<file path="config.mk">
export PLATFORM = sky130hd
export DESIGN_NAME = if_fetch_unit_flat
export DESIGN_NICKNAME = d
export VERILOG_FILES = /design/src/rtl/if_fetch_unit_if.sv /design/src/rtl/if_fetch_unit.sv /design/src/flat_wrapper.sv
export SDC_FILE = /design/constraint.sdc
export NUM_CORES = 1
export LEC_CHECK = 0
export CORE_ASPECT_RATIO = 1.4
export CORE_MARGIN = 2
export CORE_UTILIZATION = 55
export DETAILED_ROUTE_END_ITERATION = 6
export PLACE_DENSITY_LB_ADDON = 0.12
export SYNTH_ARGS = -nofsm -noshare
export SYNTH_HDL_FRONTEND = slang
export SYNTH_SLANG_ARGS = --single-unit
</file>
<file path="constraint.sdc">
create_clock -name clk -period 4.1 [get_ports clk]
set_input_delay 0.82 -clock clk [delete_from_list [all_inputs] [get_ports clk]]
set_output_delay 0.82 -clock clk [all_outputs]
set_load 0.02 [all_outputs]
</file>
<file path="src/rtl/if_fetch_unit_if.sv">
// Fetch-stage bus bundle: instruction-memory req/ack channel, ID valid/ready
// channel and the downstream redirect strobe.
interface if_fetch_unit_if;
  logic        imem_req;
  logic [31:0] imem_addr;
  logic        imem_ack;
  logic [31:0] imem_rdata;
  logic        id_valid;
  logic [31:0] id_instr;
  logic [31:0] id_pc4;
  logic        id_ready;
  logic        redirect_valid;
  logic [31:0] redirect_pc;

  modport master (
    output imem_req, imem_addr, id_valid, id_instr, id_pc4,
    input  imem_ack, imem_rdata, id_ready, redirect_valid, redirect_pc
  );

  modport slave (
    input  imem_req, imem_addr, id_valid, id_instr, id_pc4,
    output imem_ack, imem_rdata, id_ready, redirect_valid, redirect_pc
  );
endinterface

</file>
<file path="src/rtl/if_fetch_unit.sv">
// Instruction fetch: PC generation, single-outstanding imem requests, a small
// registered-head FIFO towards ID, and redirect handling with stale-ack drop.
module if_fetch_unit #(
  parameter logic [31:0] RESET_PC = 32'h0040_0000,
  parameter int unsigned DEPTH    = 2
) (
  input  logic            clk,
  input  logic            rst_n,
  if_fetch_unit_if.master bus
);
  localparam int unsigned PTR_W = $clog2(DEPTH);
  localparam int unsigned CNT_W = $clog2(DEPTH + 1);

  typedef enum logic [1:0] {IDLE, REQ, DROP} state_t;

  typedef struct packed {
    logic [31:0] instr;
    logic [31:0] pc4;
  } entry_t;

  state_t             state, state_n;
  logic [31:0]        pc, pc_n;
  logic [31:0]        addr_q, addr_n;
  logic               req_q, req_n;
  logic               valid_q, valid_n;
  logic [CNT_W-1:0]   count, count_n, after_pop;
  logic [PTR_W-1:0]   rd_ptr, rd_ptr_n, wr_ptr, wr_ptr_n;
  entry_t             mem [DEPTH];
  entry_t             head, head_n, wdata;
  logic               push, pop, flush, issue_ok;

  // Next-state, FIFO bookkeeping and issue decision
  always_comb begin
    state_n     = state;
    pc_n        = pc;
    push        = 1'b0;
    pop         = valid_q && bus.id_ready;
    flush       = 1'b0;
    wdata.instr = bus.imem_rdata;
    wdata.pc4   = pc + 32'd4;

    if (state == REQ && bus.imem_ack) begin
      push = 1'b1;
      pc_n = pc + 32'd4;
    end
    // Redirect overrides everything: flush queue and drop this cycle's data.
    if (bus.redirect_valid) begin
      flush = 1'b1;
      push  = 1'b0;
      pop   = 1'b0;
      pc_n  = {bus.redirect_pc[31:2], 2'b00};
    end

    after_pop = count - CNT_W'(pop);
    count_n   = flush ? '0 : after_pop + CNT_W'(push);
    issue_ok  = count_n < CNT_W'(DEPTH);
    rd_ptr_n  = flush ? '0 : rd_ptr + PTR_W'(pop);
    wr_ptr_n  = flush ? '0 : wr_ptr + PTR_W'(push);
    valid_n   = count_n != '0;

    head_n = head;
    if (!flush) begin
      if (after_pop != '0) head_n = mem[rd_ptr_n];
      else if (push)       head_n = wdata;
    end

    case (state)
      IDLE:    state_n = issue_ok ? REQ : IDLE;
      REQ: begin
        if (bus.imem_ack)           state_n = issue_ok ? REQ : IDLE;
        else if (bus.redirect_valid) state_n = DROP;
      end
      DROP:    if (bus.imem_ack) state_n = issue_ok ? REQ : IDLE;
      default: state_n = IDLE;
    endcase

    req_n  = state_n != IDLE;
    // An outstanding request being dropped keeps its original address.
    addr_n = (state_n == DROP) ? addr_q : pc_n;
  end

  always_ff @(posedge clk or negedge rst_n) begin
    if (!rst_n) begin
      state   <= IDLE;
      pc      <= RESET_PC;
      addr_q  <= RESET_PC;
      req_q   <= 1'b0;
      valid_q <= 1'b0;
      count   <= '0;
      rd_ptr  <= '0;
      wr_ptr  <= '0;
      head    <= '0;
    end else begin
      state   <= state_n;
      pc      <= pc_n;
      addr_q  <= addr_n;
      req_q   <= req_n;
      valid_q <= valid_n;
      count   <= count_n;
      rd_ptr  <= rd_ptr_n;
      wr_ptr  <= wr_ptr_n;
      head    <= head_n;
    end
  end

  // Storage array needs no reset; occupancy is tracked by count
  always_ff @(posedge clk) begin
    if (push) mem[wr_ptr] <= wdata;
  end

  assign bus.imem_req  = req_q;
  assign bus.imem_addr = addr_q;
  assign bus.id_valid  = valid_q;
  assign bus.id_instr  = head.instr;
  assign bus.id_pc4    = head.pc4;
endmodule

</file>
<file path="src/flat_wrapper.sv">
// flat-port wrapper written by rule: the top's interface ports become plain ports
module if_fetch_unit_flat 
#(
  parameter logic [31:0] RESET_PC = 32'h0040_0000,
  parameter int unsigned DEPTH    = 2
)
  (clk, rst_n, bus_imem_req, bus_imem_addr, bus_id_valid, bus_id_instr, bus_id_pc4, bus_imem_ack, bus_imem_rdata, bus_id_ready, bus_redirect_valid, bus_redirect_pc);
  if_fetch_unit_if bus_i ();
  input  logic clk;
  input  logic rst_n;
  output wire logic [$bits(bus_i.imem_req)-1:0] bus_imem_req;
  output wire logic [$bits(bus_i.imem_addr)-1:0] bus_imem_addr;
  output wire logic [$bits(bus_i.id_valid)-1:0] bus_id_valid;
  output wire logic [$bits(bus_i.id_instr)-1:0] bus_id_instr;
  output wire logic [$bits(bus_i.id_pc4)-1:0] bus_id_pc4;
  input wire logic [$bits(bus_i.imem_ack)-1:0] bus_imem_ack;
  input wire logic [$bits(bus_i.imem_rdata)-1:0] bus_imem_rdata;
  input wire logic [$bits(bus_i.id_ready)-1:0] bus_id_ready;
  input wire logic [$bits(bus_i.redirect_valid)-1:0] bus_redirect_valid;
  input wire logic [$bits(bus_i.redirect_pc)-1:0] bus_redirect_pc;
  assign bus_imem_req = bus_i.imem_req;
  assign bus_imem_addr = bus_i.imem_addr;
  assign bus_id_valid = bus_i.id_valid;
  assign bus_id_instr = bus_i.id_instr;
  assign bus_id_pc4 = bus_i.id_pc4;
  assign bus_i.imem_ack = bus_imem_ack;
  assign bus_i.imem_rdata = bus_imem_rdata;
  assign bus_i.id_ready = bus_id_ready;
  assign bus_i.redirect_valid = bus_redirect_valid;
  assign bus_i.redirect_pc = bus_redirect_pc;
  if_fetch_unit #(.RESET_PC(RESET_PC), .DEPTH(DEPTH)) u_core (.clk(clk), .rst_n(rst_n), .bus(bus_i));
endmodule
</file>
==> metrics.csv <==
stage;metric;value;unit
outcome;status;completed;
die;Ports;167;
pwr;Comb power frac;36.0;%
yosys;YS warnings;0;
sta;Final TNS setup;0;ns
die;die area;0.0223;mm^2
critical_path;Critical R2R Capture;u_core.bus.imem_addr[20]$_DFFE_PN0P_;
critical_path;Largest stage delay, worst path;0.53;ns
global_routing;total grt overflow;0;
layout;Final nets;1142;
job;Max Cap Violations;0;
sta;fraction of the cycle the final worst path needs;69.5;%
critical_path;CP arrival;3.25;ns
pwr;switching share of power;33.1;%
layout;antenna diode count;0;
global_routing;antenna violations before repair;0;
layout;layout cells sized above 1;10.7;%
pwr;power share of the clock group;25.1;%
yosys;ys flop type;dfrtp_1;
pwr;Seq pwr share;38.8;%
routing;# DRC;0;
critical_path;Critical Path End;u_core.bus.imem_req$_DFF_PN0_;
layout;# fillers;1559;
yosys;Post-synth EDFFs;128;
routing;Iter 0 DRT Violations;482;
pwr;P_sw;3.13;mW
routing;WL per Instance;19.5;um
hold_path;Hold Crit Class;input port to asynchronous set/reset pin;
clock_network;root buffer cell;clkbuf_16;
layout;most common cell after layout, fill and taps aside;clkdlybuf4s50_1;
global_routing;largest net degree at the start of global routing;84;
sta;WHS;0.383;ns
critical_path;Setup crit start;bus_imem_ack;
critical_path;CP Max Fanout;11;
yosys;Seq/Total Area, Yosys;62.5;%
critical_path;CP Class;input port to register;
sta;max_slew headroom;34.0;%
layout;Layout area overhead;23.9;%
clock_network;CTS tree;yes;
yosys;Cell Area, Synth;0.0116;mm^2
routing;routed vias;7982;
critical_path;r2r setup slk;1.26;ns
pwr;Pleak;5.80;nW
critical_path;CP required;4.50;ns
routing;post-route ant nets;0;
layout;footprint of the multi-input gates;0.00399;mm^2
critical_path;Worst R2R Start;u_core.pc[2]$_DFF_PN0_;
critical_path;crit path launch type;input port;
sta;Final Skew;0.0173;ns
sta;Fin. Hold Viols;0;
routing;detailed-route wire length;26200;um
clock_network;clk sinks;264;
placement;# port buffers;164;
critical_path;r2r worst-path depth;6;
clock_network;Post-CTS Setup Bufs;0;
sta;Setup-failing EPs final;0;
layout;most frequent cells in the layout;162 x clkdlybuf4s50_1, 134 x dfrtp_1, 128 x edfxtp_1, 60 x mux2i_1, 52 x nand2_1;
clock_network;total CTS buffers;25;
clock_network;clk buf depth;3;
sta;min Tclk post-route;2.85;ns
yosys;syn avg cell area;12.6;um^2
pwr;PwrDens;658;mW/mm^2
sta;Slew Limit Fails;0;
routing;router iterations before antenna repair;4;
sta;RSZ-0062 raised after global routing;false;
clock_network;CTS Hold Bufs;0;
die;initial core utilization;56.3;%
sta;fmax;351;MHz
yosys;Synth Register Bits;264;
pwr;Max rail drop VDD;0.000413;V
die;height of the die;176;um
die;Die W;127;um
sta;slew of the pin with the lowest slew margin;0.981;ns
yosys;Post-Syn Nets;997;
yosys;Cell variety after synth;56;
critical_path;critical path cell sequence;clkdlybuf4s50_1 -> and3b_2 -> nand2_1 -> inv_1 -> buf_4 -> ha_1 -> xor2_1 -> nor2_1 -> o21ai_0 -> nand2b_1;
yosys;ys async rst share;51.5;%
yosys;Post-Syn Instances;923;
layout;FF/Latch Area;0.00725;mm^2
placement;DP Wirelength;17000;um
pwr;internal power;6.32;mW
global_routing;total track usage;23.6;%
critical_path;slowest stage cell, crit path;clkdlybuf4s50_1;
routing;via/cell ratio;5.94;
clock_network;H-tree depth;1;
placement;Placer Congestion;0.910;
global_routing;via count of the first global-routing pass;8148;
die;FP Rows;62;
clock_network;PostCTS Resize Cnt;0;
critical_path;crit end category;register;
clock_network;later-pin clock latency in the skew report;0.52;ns
die;area of the core;0.0206;mm^2
global_routing;wire length of the first global-routing pass;42300;um
clock_network;Reg clk slew, reported paths;0.06;ns
==> metal layers <==
metal	wire [um]	GRT usage [%]	up-vias
met5	0	0	-
met1	11000	30.8	3936
met4	779	8.52	0
met2	13200	40.8	255
li1	-	-	3727
met3	1160	2.92	64
==> worst max-delay path: cells and delay by family <==
| kind | cells | cell delay [ns] |
|---|---|---|
| buffers and inverters | 3 | 1.23 |
| AND/OR/NAND/NOR | 4 | 0.79 |
| AO/OA/AOI/OAI | 1 | 0.18 |
| adder cells (fa/ha/maj) | 1 | 0.17 |
| XOR/XNOR | 1 | 0.06 |
==> metrics by stage <==
stage                     area (um^2)  worst slack [ns]  total power [mW]  utilization (%)  std cells
after global placement          13500             0.738              7.09             65.5       1297
final                           14400              1.25              9.46             69.7       1343
after global routing            14400              1.08              9.93             69.7       1343
after detailed placement        13500             0.732              7.16             65.5       1297
after floorplan                 11600             0.268              5.69                -        923
after CTS                       14400              1.28              9.55             69.7       1343
==> cell usage after synthesis (3+ instances only) <==
master    instances  area, um^2
buf_2            10        50.1
xor2_1           21         184
nand2_1          52         195
buf_4             7        52.6
and3_1           14        87.6
or4_1             3        22.5
nor4_1           15        93.8
o21ai_0          49         245
o31ai_1           5        37.5
o31a_1           13         114
a31oi_1           4        25.0
o22a_1            5        43.8
mux2i_1          61         611
nand3_1          51         255
and2_1            3        18.8
a21o_1            3        22.5
a22o_1           36         315
or3_1             4        25.0
or2_2             3        18.8
dfrtp_1         134        3350
nand4_1          15        93.8
buf_6             3        33.8
nand3b_1          3        22.5
clkbuf_1         48         180
inv_1            12        45.0
a21oi_1          36         180
xnor2_1          32         280
nor2_1           38         143
mux2_2           27         304
ha_1              5        62.6
o21ai_1           4        20.0
buf_1             6        22.5
a221o_1          14         140
and4_1            4        35.0
edfxtp_1        128        3840
nor3_1           24         120
nor2b_1           5        31.3
o211ai_1          3        22.5
==> kinds of logic (layout without fill, tap and decap cells) <==
kind of cell	after synthesis	in the layout	synth area share, %
compound gates	184	184	10.9
buf+inv	86	250	3.31
mux	89	89	8.01
xor+xnor	53	53	4.00
simple gates	242	242	10.8
fa+ha+maj	5	5	0.539
flops	264	264	62.5
==> flip-flops by register name, indices dropped and copies added, names as in the netlist <==
signal / cells
u_core.bus.id_pc4: 32
u_core.mem: 128
u_core.pc: 32
u_core.bus.imem_addr: 32
u_core.rd_ptr: 1
u_core.bus.id_instr: 32
u_core.wr_ptr: 1
u_core.count: 2
u_core.bus.imem_req: 1
u_core.bus.id_valid: 1
u_core.state: 2
==> worst min-delay path by stage <==
stage,startpoint,end,cells after the start
6_report,rst_n,u_core.bus.id_instr[18]$_DFFE_PN0P_,1
5_1_grt,rst_n,u_core.bus.id_instr[18]$_DFFE_PN0P_,1
4_1_cts,rst_n,u_core.bus.id_instr[20]$_DFFE_PN0P_,1
3_5_place_dp,u_core.bus.imem_addr[2]$_DFFE_PN0P_,u_core.bus.imem_addr[2]$_DFFE_PN0P_,2
3_3_place_gp,u_core.bus.imem_addr[2]$_DFFE_PN0P_,u_core.bus.imem_addr[2]$_DFFE_PN0P_,2
2_1_floorplan,u_core.pc[0]$_DFF_PN0_,u_core.mem[0][0]$_DFFE_PP_,0
==> area by class of cell <==
type	count	area share [%]
timing repair buffer	192	13.3
sequential	264	50.4
multi-input combinational	573	27.8
clock buffer	38	5.36
inverter	12	0.313
tap	256	2.23
clock inverter	8	0.652
==> power by group through the flow <==
| stage | logic [mW] | registers (mW) | clock network [mW] |
|---|---|---|---|
| 2_1_floorplan | 1.57 | 4.12 | 0 |
| 3_5_place_dp | 3.44 | 3.72 | 0 |
| 4_1_cts | 3.45 | 3.68 | 2.42 |
| 6_report | 3.41 | 3.67 | 2.38 |
| 3_3_place_gp | 3.38 | 3.71 | 0 |
| 5_1_grt | 3.68 | 3.73 | 2.52 |
(Power assumes the default switching activity.)
